===== src/rtl/ui_map_writer.sv =====
// ui_map_writer: expands one POINT / RECT / CLEAR / FRAME command into a row-major stream
// of single-tile writes. Defining UI_WRITER_FRAME_EN turns op 3 into an outline-only FRAME.
module ui_map_writer #(
   parameter int COLS_LOG2 = 6,
   parameter int ROWS_LOG2 = 5
) (
   input  logic                           clk,
   input  logic                           rst,
   input  logic                           cmd_valid,
   output logic                           cmd_ready,
   input  logic [1:0]                     cmd_op,
   input  logic [COLS_LOG2-1:0]           cmd_x,
   input  logic [ROWS_LOG2-1:0]           cmd_y,
   input  logic [COLS_LOG2:0]             cmd_w,
   input  logic [ROWS_LOG2:0]             cmd_h,
   input  logic [1:0]                     cmd_val,
   output logic                           busy,
   output logic                           done,
   output logic                           we,
   output logic [COLS_LOG2+ROWS_LOG2-1:0] addr,
   output logic [1:0]                     din
);
   localparam int CW = COLS_LOG2 + 1;
   localparam int RW = ROWS_LOG2 + 1;
   localparam logic [CW-1:0] NCOLS = CW'(1) << COLS_LOG2;
   localparam logic [RW-1:0] NROWS = RW'(1) << ROWS_LOG2;

   typedef enum logic [1:0] {S_IDLE = 2'd0, S_WRITE = 2'd1, S_DONE = 2'd2} state_t;

   state_t                         state_q, state_d;
   logic [COLS_LOG2-1:0]           col_q, col_d, x0_q, x0_d, xe_q, xe_d;
   logic [ROWS_LOG2-1:0]           row_q, row_d, ye_q, ye_d;
   logic [1:0]                     din_q, din_d;
   logic                           we_q, we_d, done_q, done_d;
   logic [COLS_LOG2+ROWS_LOG2-1:0] addr_q, addr_d;
`ifdef UI_WRITER_FRAME_EN
   logic                           frame_q, frame_d;
   logic [ROWS_LOG2-1:0]           y0_q, y0_d;

   function automatic logic on_edge(input logic [COLS_LOG2-1:0] c, input logic [COLS_LOG2-1:0] c0,
                                    input logic [COLS_LOG2-1:0] c1, input logic [ROWS_LOG2-1:0] r,
                                    input logic [ROWS_LOG2-1:0] r0, input logic [ROWS_LOG2-1:0] r1);
      return (c == c0) || (c == c1) || (r == r0) || (r == r1);
   endfunction
`endif

   logic [COLS_LOG2-1:0] sx_s, xe_s;
   logic [ROWS_LOG2-1:0] sy_s, ye_s;
   logic [CW-1:0]        ew_s, room_w_s;
   logic [RW-1:0]        eh_s, room_h_s;

   // Decode the command into a start cell and a clipped, inclusive end cell
   always_comb begin
      room_w_s = NCOLS - {1'b0, cmd_x};
      room_h_s = NROWS - {1'b0, cmd_y};
      case (cmd_op)
         2'd0: begin
            sx_s = cmd_x;
            sy_s = cmd_y;
            ew_s = CW'(1);
            eh_s = RW'(1);
         end
         2'd2: begin
            sx_s = {COLS_LOG2{1'b0}};
            sy_s = {ROWS_LOG2{1'b0}};
            ew_s = NCOLS;
            eh_s = NROWS;
         end
         default: begin
            sx_s = cmd_x;
            sy_s = cmd_y;
            ew_s = (cmd_w < room_w_s) ? cmd_w : room_w_s;
            eh_s = (cmd_h < room_h_s) ? cmd_h : room_h_s;
         end
      endcase
      // Sums are formed one bit wider so x+w reaching the map edge cannot overflow
      xe_s = COLS_LOG2'({1'b0, sx_s} + ew_s - CW'(1));
      ye_s = ROWS_LOG2'({1'b0, sy_s} + eh_s - RW'(1));
   end

   // Next-state and registered-output logic of the traversal FSM
   always_comb begin
      state_d = state_q;
      col_d   = col_q;
      row_d   = row_q;
      x0_d    = x0_q;
      xe_d    = xe_q;
      ye_d    = ye_q;
      din_d   = din_q;
      addr_d  = addr_q;
      we_d    = 1'b0;
      done_d  = 1'b0;
`ifdef UI_WRITER_FRAME_EN
      frame_d = frame_q;
      y0_d    = y0_q;
`endif
      case (state_q)
         S_IDLE: begin
            if (cmd_valid) begin
               din_d = cmd_val;
               x0_d  = sx_s;
               xe_d  = xe_s;
               ye_d  = ye_s;
               col_d = sx_s;
               row_d = sy_s;
`ifdef UI_WRITER_FRAME_EN
               y0_d    = sy_s;
               frame_d = (cmd_op == 2'd3);
`endif
               if ((ew_s == {CW{1'b0}}) || (eh_s == {RW{1'b0}})) begin
                  state_d = S_DONE;
                  done_d  = 1'b1;
               end else begin
                  // The first cell is a corner, so it is written even in outline mode
                  state_d = S_WRITE;
                  addr_d  = {sx_s, sy_s};
                  we_d    = 1'b1;
               end
            end else begin
               state_d = S_IDLE;
            end
         end
         S_WRITE: begin
            if ((col_q == xe_q) && (row_q == ye_q)) begin
               state_d = S_DONE;
               done_d  = 1'b1;
            end else begin
               if (col_q == xe_q) begin
                  col_d = x0_q;
                  row_d = row_q + ROWS_LOG2'(1);
               end else begin
                  col_d = col_q + COLS_LOG2'(1);
                  row_d = row_q;
               end
               addr_d = {col_d, row_d};
`ifdef UI_WRITER_FRAME_EN
               we_d = !frame_q || on_edge(col_d, x0_q, xe_q, row_d, y0_q, ye_q);
`else
               we_d = 1'b1;
`endif
            end
         end
         S_DONE: begin
            state_d = S_IDLE;
         end
         default: begin
            state_d = S_IDLE;
         end
      endcase
   end

   // State and output registers with synchronous reset
   always_ff @(posedge clk) begin
      if (rst) begin
         state_q <= S_IDLE;
         col_q   <= {COLS_LOG2{1'b0}};
         row_q   <= {ROWS_LOG2{1'b0}};
         x0_q    <= {COLS_LOG2{1'b0}};
         xe_q    <= {COLS_LOG2{1'b0}};
         ye_q    <= {ROWS_LOG2{1'b0}};
         din_q   <= 2'd0;
         addr_q  <= {(COLS_LOG2+ROWS_LOG2){1'b0}};
         we_q    <= 1'b0;
         done_q  <= 1'b0;
`ifdef UI_WRITER_FRAME_EN
         frame_q <= 1'b0;
         y0_q    <= {ROWS_LOG2{1'b0}};
`endif
      end else begin
         state_q <= state_d;
         col_q   <= col_d;
         row_q   <= row_d;
         x0_q    <= x0_d;
         xe_q    <= xe_d;
         ye_q    <= ye_d;
         din_q   <= din_d;
         addr_q  <= addr_d;
         we_q    <= we_d;
         done_q  <= done_d;
`ifdef UI_WRITER_FRAME_EN
         frame_q <= frame_d;
         y0_q    <= y0_d;
`endif
      end
   end

   assign cmd_ready = (state_q == S_IDLE);
   assign busy      = (state_q != S_IDLE);
   assign we        = we_q;
   assign addr      = addr_q;
   assign din       = din_q;
   assign done      = done_q;
endmodule

===== config.mk =====
export PLATFORM = sky130hd
export DESIGN_NAME = ui_map_writer
export DESIGN_NICKNAME = d
export VERILOG_FILES = /design/src/rtl/ui_map_writer.sv
export SDC_FILE = /design/constraint.sdc
export NUM_CORES = 1
export LEC_CHECK = 0
export CORE_UTILIZATION = 50
export CTS_CLUSTER_SIZE = 40
export DETAILED_ROUTE_END_ITERATION = 16
export HOLD_SLACK_MARGIN = 0.02
export PLACE_DENSITY = 0.77
export RECOVER_POWER = 25
export SLEW_MARGIN = 0
export SYNTH_ARGS = -nofsm -noshare
export SYNTH_HDL_FRONTEND = slang
export SYNTH_SLANG_ARGS = --single-unit

===== constraint.sdc =====
create_clock -name clk -period 5.7 [get_ports clk]
set_clock_uncertainty 0.1 [all_clocks]
set_input_delay 1.71 -clock clk [delete_from_list [all_inputs] [get_ports clk]]
set_output_delay 1.71 -clock clk [all_outputs]
set_load 0.02 [all_outputs]

==> metrics, run 1 <==
number of routed nets with antenna violations=0; status=finished, final reports clean; Cell Area, Synth=approximately 0.0033 mm^2; Post-layout nets=558; worst reg2reg setup slack=a little over 3 ns; ys flop type=dfxtp_1; Top Ports=48; Post-synth ARST share=0%; clock sink count=45; family with the most delay on the worst path=compound AO/OA/AOI/OAI gates; Yosys Warn Count=0; WS Path Type=in2reg; vias after detailed routing=approximately 3300; Iter 0 DRT Violations=~200; max_slew headroom=17.4%; initial core utilization=between 50 and 60%; Clk Latency, worst-skew pair=between 0.2 and 0.3 ns; Final min period=roughly 5.5 ns; slowest stage cell on the critical path=clkdlybuf4s50_1; P&R area growth vs syn=26.1%; Die X=about 84 um; Pre-antenna DRT Iters=4; initial antenna violation count=0; max-cap violation count=0; sequential-to-total area share from yosys stat=27.1%; Core Util, Final=65.6%; non-filler cells, final=~570; # H-tree levels=2; count of input and output buffers=between 40 and 50; vias in the first global route=between 3000 and 4000; post-synthesis register bit count=45; critical path data required time=5.84 ns; Final Hold Fails=0; Avg Cell Area, Syn=7.69 um^2; WP data arrival=5.65 ns; RD Place Congestion=roughly 0.90; Post-Syn Nets=roughly 500; hold_ws=about 0.36 ns; Hold Crit Class=reg2reg; # diodes=0; Final Slew Violations=0; Gate Count Post-Synth=about 430; Max Fanout on Critical Path=4; first-pass GRT wire length=~14000 um; fraction of layout cells with a size suffix above 1=12.1%; Synth cell types=54; worst-margin pin slew=around 1.2 ns; Remaining DRCs=0; clock root buffer=clkbuf_8; number of flops mapped to enable cells by yosys=0; die area=around 0.0070 mm^2; dpl cells=562; largest net degree at the start of global routing=28; Final period util=a little under 100%; LEAKAGE=approximately 0.0019 uW; WL/cell=around 15 um; Final WS setup=0.184 ns; crit-path cells=clkdlybuf4s50_1 -> buf_4 -> nor3_4 -> buf_4 -> xor2_1 -> ha_1 -> buf_4 -> o21ai_1 -> o21ai_2 -> nand2_2 -> o21ai_1 -> o21ai_0 -> ha_1 -> inv_1 -> ha_1 -> inv_1 -> fa_1 -> nor2b_1 -> o21ai_0 -> nand2b_1 -> xnor2_1 -> a2111o_1 -> nand3_1; Power Dens Cells=approximately 250 mW/mm^2; Die Y=about 84 um; via/cell ratio=between 5 and 6; grt ovf=0; Achievable Freq=approximately 180 MHz; CP max stage delay=between 0.4 and 0.5 ns; Rows=29; DRT Wirelength=8440 um; clock slew at reported path FFs=approximately 0.080 ns; Post-DP HPWL=roughly 6500 um; TritonCTS Buffers=5; CP Capture Type=flop; CTS Buffer Depth=2; Buf+Inv Stages, Crit Path=6; Setup violations, final=0; core area=~0.0064 mm^2; CTS tree=yes; All-Layer GR Usage=roughly 24%; Placement Setup Slack=-0.405 ns; worst vdd ir=0.205 mV; type of origin of the critical path=primary input
-- cells by family (layout without fill, tap and decap cells) --
| group | Yosys count | after routing | synth area share, % |
|---|---|---|---|
| muxes | 7 | 7 | 2.34 |
| and+or+nand+nor | 163 | 164 | 22.4 |
| xor gates and xnor gates | 31 | 31 | 8.17 |
| buffers and inverters | 51 | 112 | 5.99 |
| DFF | 45 | 45 | 27.1 |
| AOI/OAI and AO/OA | 102 | 102 | 21.1 |
| adders and majority gates | 33 | 33 | 12.9 |
-- cell type report --
class | count | area (um^2)
inverter | 30 | 113
clock buffer | 7 | 86.3
multi-input combinational | 337 | 2310
tap | 77 | 96.3
fill | 546 | 2200
timing repair buffer | 75 | 686
sequential | 45 | 901
-- synth_stat cells (2+ instances only) --
cell        n  area (um^2)
a21o_1      4         30.0
o21a_1      7         52.6
nor3_1     16         80.1
inv_1      30          113
nor2b_1     2         12.5
mux2i_1     4         40.0
clkbuf_1   19         71.3
or2_2       3         18.8
dfxtp_1    45          901
o21ai_0    16         80.1
ha_1       31          388
nand2b_1    8         50.1
nand2_1    62          233
a21oi_1    31          155
nor2_1     39          146
a31oi_1     4         25.0
xnor2_1    18          158
and2_1      4         25.0
nand3_1    16         80.1
xor2_1     13          114
mux2_2      2         22.5
o211a_1     2         20.0
fa_1        2         40.0
or4_1       2         15.0
o211ai_1    5         37.5
a2bb2oi_2   3         45.0
a211oi_1   14          105
nor4b_1     2         17.5
nand4_1     3         18.8
-- through the flow --
stage / power [uW] / cell area (um^2) / TNS [ns]
after global placement: 829 / 4010 / -0.257
after floorplan: 696 / 3320 / 0
after detailed placement: 844 / 4010 / -0.540
after global routing: 1120 / 4190 / -0.0163
after CTS: 1040 / 4100 / 0
final: 1050 / 4190 / 0
-- worst paths after layout --
kind | startpoint | to | depth (start not counted)
max reg2reg | state_q[0] | col_q[0] | 6
min reg2reg | addr[4] | addr[4] | 2
min | addr[4] | addr[4] | 2
max | cmd_x[0] | xe_q[5] | 23
-- cell usage in the layout, fill, tap and decap left out, types with 5 or more instances in the layout --
cell type        netlist  final
a211oi_1              14     14
a21oi_1               31     31
buf_4                  0     28
clkbuf_8               0      6
clkdlybuf4s50_1        0     30
dfxtp_1               45     45
dlygate4sd3_1          0     15
ha_1                  31     30
inv_1                 30     29
nand2_1               62     60
nand2b_1               8      8
nand3_1               16     16
nor2_1                39     39
nor3_1                16     14
o211ai_1               5      5
o21a_1                 7      7
o21ai_0               16     12
xnor2_1               18     17
xor2_1                13     13
-- layer usage --
layer / vias up / GRT usage [%] / wire length (um)
li1: 1626 / - / -
met1: 1549 / 29.5 / 3600
met2: 78 / 45.2 / 4350
met3: 17 / 3.66 / 316
met4: 0 / 6.16 / 166
met5: - / 0 / 0
-- report_power, final --
part / switching [uW] / internal, uW
combinational: 250 / 207
sequential: 35.2 / 356
clock: 101 / 96.3
total: 386 / 659
-- state kept, by name, indices dropped and copies added (netlist names) --
signal / cells
we: 1
state_q: 2
done: 1
addr: 11
x0_q: 6
ye_q: 5
col_q: 6
row_q: 5
xe_q: 6
din: 2
-- worst reg2reg max path, stage by stage (launching register included) --
cell and delay (ns):
dfxtp_1 0.36, inv_1 0.06, nor2_1 0.92, o21ai_2 0.31, nand2_1 0.46, nor2_1 0.10, a211oi_1 0.26
-- repair_timing --
action,CTS,global route
endpoints found under the setup margin,1,1
buffers inserted,0,1
hold buffers,0,0
gates cloned,0,1
pin swaps,0,5
hold endpoints to repair,0,0
resized for setup,4,19
No activity file was read; power rests on OpenSTA's default activity.
==> run 2: changes to the inputs <==
- ABC_CLOCK_PERIOD_IN_PS: unset -> 5700
- CORE_MARGIN: unset -> 2
==> metrics, run 2 (synthesized netlist as in run 1, its figures left out) <==
commonest non-fill, non-tap cells in the layout=nand2_1 (61), dfxtp_1 (45), nor2_1 (39) (was nand2_1 (60), dfxtp_1 (45), nor2_1 (39)); Clk Latency, worst-skew pair=0.31 ns (was 0.29 ns); Final Slew Violations=0 (unchanged); Sw Share=36.7% (was 36.9%); FF-to-FF End=addr[0] (was col_q[0]); P&R area growth vs syn=26.6% (was 26.1%); Hold Path Sink=din[1] (was addr[4]); setup tns final=0 ns (unchanged); Rows=29 (unchanged); initial antenna violation count=0 (unchanged); Comb power frac=42.8% (was 43.7%); status=finished, final reports clean (unchanged); Remaining DRCs=0 (unchanged); cts hold-fix bufs=0 (unchanged); worst-margin pin slew=0.796 ns (was 1.23 ns); Final min period=5.52 ns (about the same); Pre-antenna DRT Iters=4 (unchanged); worst vdd ir=0.188 mV (was 0.205 mV); die area=0.00731 mm^2 (was 0.00697 mm^2); RR Startpoint=col_q[2] (was state_q[0]); vias after detailed routing=3207 (was 3270); core area=0.00639 mm^2 (unchanged); Setup violations, final=0 (unchanged); WP data arrival=5.67 ns (was 5.65 ns); TritonCTS Buffers=5 (unchanged); WS Path Type=in2reg (unchanged); number of routed nets with antenna violations=0 (unchanged); Achievable Freq=181 MHz (about the same); sequential share of power=36.6% (was 37.4%); initial core utilization=52.0% (unchanged); worst reg2reg setup slack=3.11 ns (was 3.02 ns); CP Capture Type=flop (unchanged); Clk pwr share=20.6% (was 18.9%); fraction of layout cells with a size suffix above 1=12.5% (was 12.1%); largest net degree at the start of global routing=29 (was 28); Worst R2R Path Depth=7 (was 6); # diodes=0 (unchanged); clock root buffer=clkbuf_8 (unchanged); Die Y=85.5 um (was 83.5 um); Net Sw Power=392 uW (was 386 uW); WHS Path Cells=2 (unchanged); CTS Buffer Depth=2 (unchanged); Final WS setup=0.183 ns (was 0.184 ns); vias in the first global route=3028 (was 3175); grt ovf=0 (unchanged); max reg flops=11 (unchanged); Int Power=677 uW (was 659 uW); LEAKAGE=0.00186 uW (about the same); most common cell after layout, fill and taps aside=nand2_1 (unchanged); Power Dens Cells=254 mW/mm^2 (was 250 mW/mm^2); HP Start=din[1] (was addr[4]); Max Fanout on Critical Path=8 (was 4); Iter 0 DRT Violations=114 (was 204); Placement Setup Slack=-0.426 ns (was -0.405 ns); Post-layout nets=559 (was 558); All-Layer GR Usage=22.9% (was 24.4%); WL/cell=14.4 um (was 14.8 um); # H-tree levels=2 (unchanged); Final Hold Fails=0 (unchanged); max-cap violation count=0 (unchanged); clock slew at reported path FFs=0.09 ns (was 0.08 ns); Final Power=1070 uW (was 1050 uW); DRT Wirelength=8250 um (was 8440 um); via/cell ratio=5.60 (was 5.73); Post-DP HPWL=6360 um (was 6480 um); max_slew headroom=46.8% (was 17.4%); CTS tree=yes (unchanged); Final period util=96.8% (about the same); first-pass GRT wire length=13600 um (was 14100 um); Top Ports=48 (unchanged); count of input and output buffers=47 (unchanged); RD Place Congestion=0.916 (was 0.898); critical path data required time=5.85 ns (was 5.84 ns); Die X=85.5 um (was 83.5 um); Hold Crit Class=reg2reg (unchanged); clock sink count=45 (unchanged); type of origin of the critical path=primary input (unchanged)
## run 2: worst max-delay path by stage
stage                        start       to  slack [ns]  cells after the start
after global routing      cmd_x[0]  xe_q[5]       -0.06                     22
after global placement    cmd_x[0]  xe_q[5]       -0.28                     22
after detailed placement  cmd_x[0]  xe_q[5]       -0.43                     22
after CTS                 cmd_x[0]  xe_q[5]       0.004                     22
final                     cmd_x[0]  xe_q[5]        0.18                     22
after floorplan           cmd_x[2]  xe_q[5]        0.17                     23
## run 2: layer usage
metal | share of wire (%) | track usage (%)
met4 | 2.9 | 8.51
met1 | 45 | 29.2
met5 | 0 | 0
met2 | 49 | 39.2
met3 | 3.0 | 3.56
## run 2: timing repair
item / CTS / global route
gates resized for setup: 2 / 16
buffers inserted: 0 / 3
pin swaps: 0 / 2
cloned: 0 / 0
setup endpoints to repair: 1 / 3
## run 2: power by group through the flow
stage	clock network (uW)	logic (uW)	registers, uW
2_1_floorplan	0	287	409
3_3_place_gp	0	432	398
3_5_place_dp	0	444	399
4_1_cts	223	447	392
5_1_grt	234	512	397
6_report	221	457	391
## run 2: cell type report
type | count | area [um^2]
well taps | 77 | 96.3
fillers | 552 | 2180
inverters | 30 | 113
flip-flops and latches | 45 | 901
multi-input cells | 336 | 2290
clock inverters | 1 | 5.00
clock buffers | 7 | 96.3
repair buffers | 77 | 702
## run 2: metrics by stage
stage | hold WS [ns] | instances | cell area (um^2) | util (%)
2_1_floorplan | 0.336 | 432 | 3320 | -
3_3_place_gp | 0.340 | 561 | 4000 | 62.6
3_5_place_dp | 0.350 | 561 | 4000 | 62.6
4_1_cts | 0.362 | 569 | 4110 | 64.3
5_1_grt | 0.382 | 573 | 4200 | 65.8
6_report | 0.354 | 573 | 4200 | 65.8
## run 2: critical path: stages
cell and delay, ns:
clkdlybuf4s50_1 0.48, inv_1 0.07, ha_2 0.21, nor4b_4 0.14, or2_2 0.30, ha_1 0.29, o21ai_0 0.09, o21ai_1 0.28
nand2_4 0.12, o21ai_1 0.13, nand2_1 0.07, ha_1 0.26, inv_1 0.05, ha_1 0.16, inv_1 0.05, fa_1 0.40
nor2b_2 0.14, o21ai_0 0.08, nand2b_1 0.09, xnor2_1 0.09, a2111o_1 0.39, nand3_1 0.07
==> run 3: changes to the inputs <==
- CTS_CLUSTER_SIZE: 40 -> 16
==> results of run 3 <==
The final DEF is identical to that of run 2; final timing and power are the same.
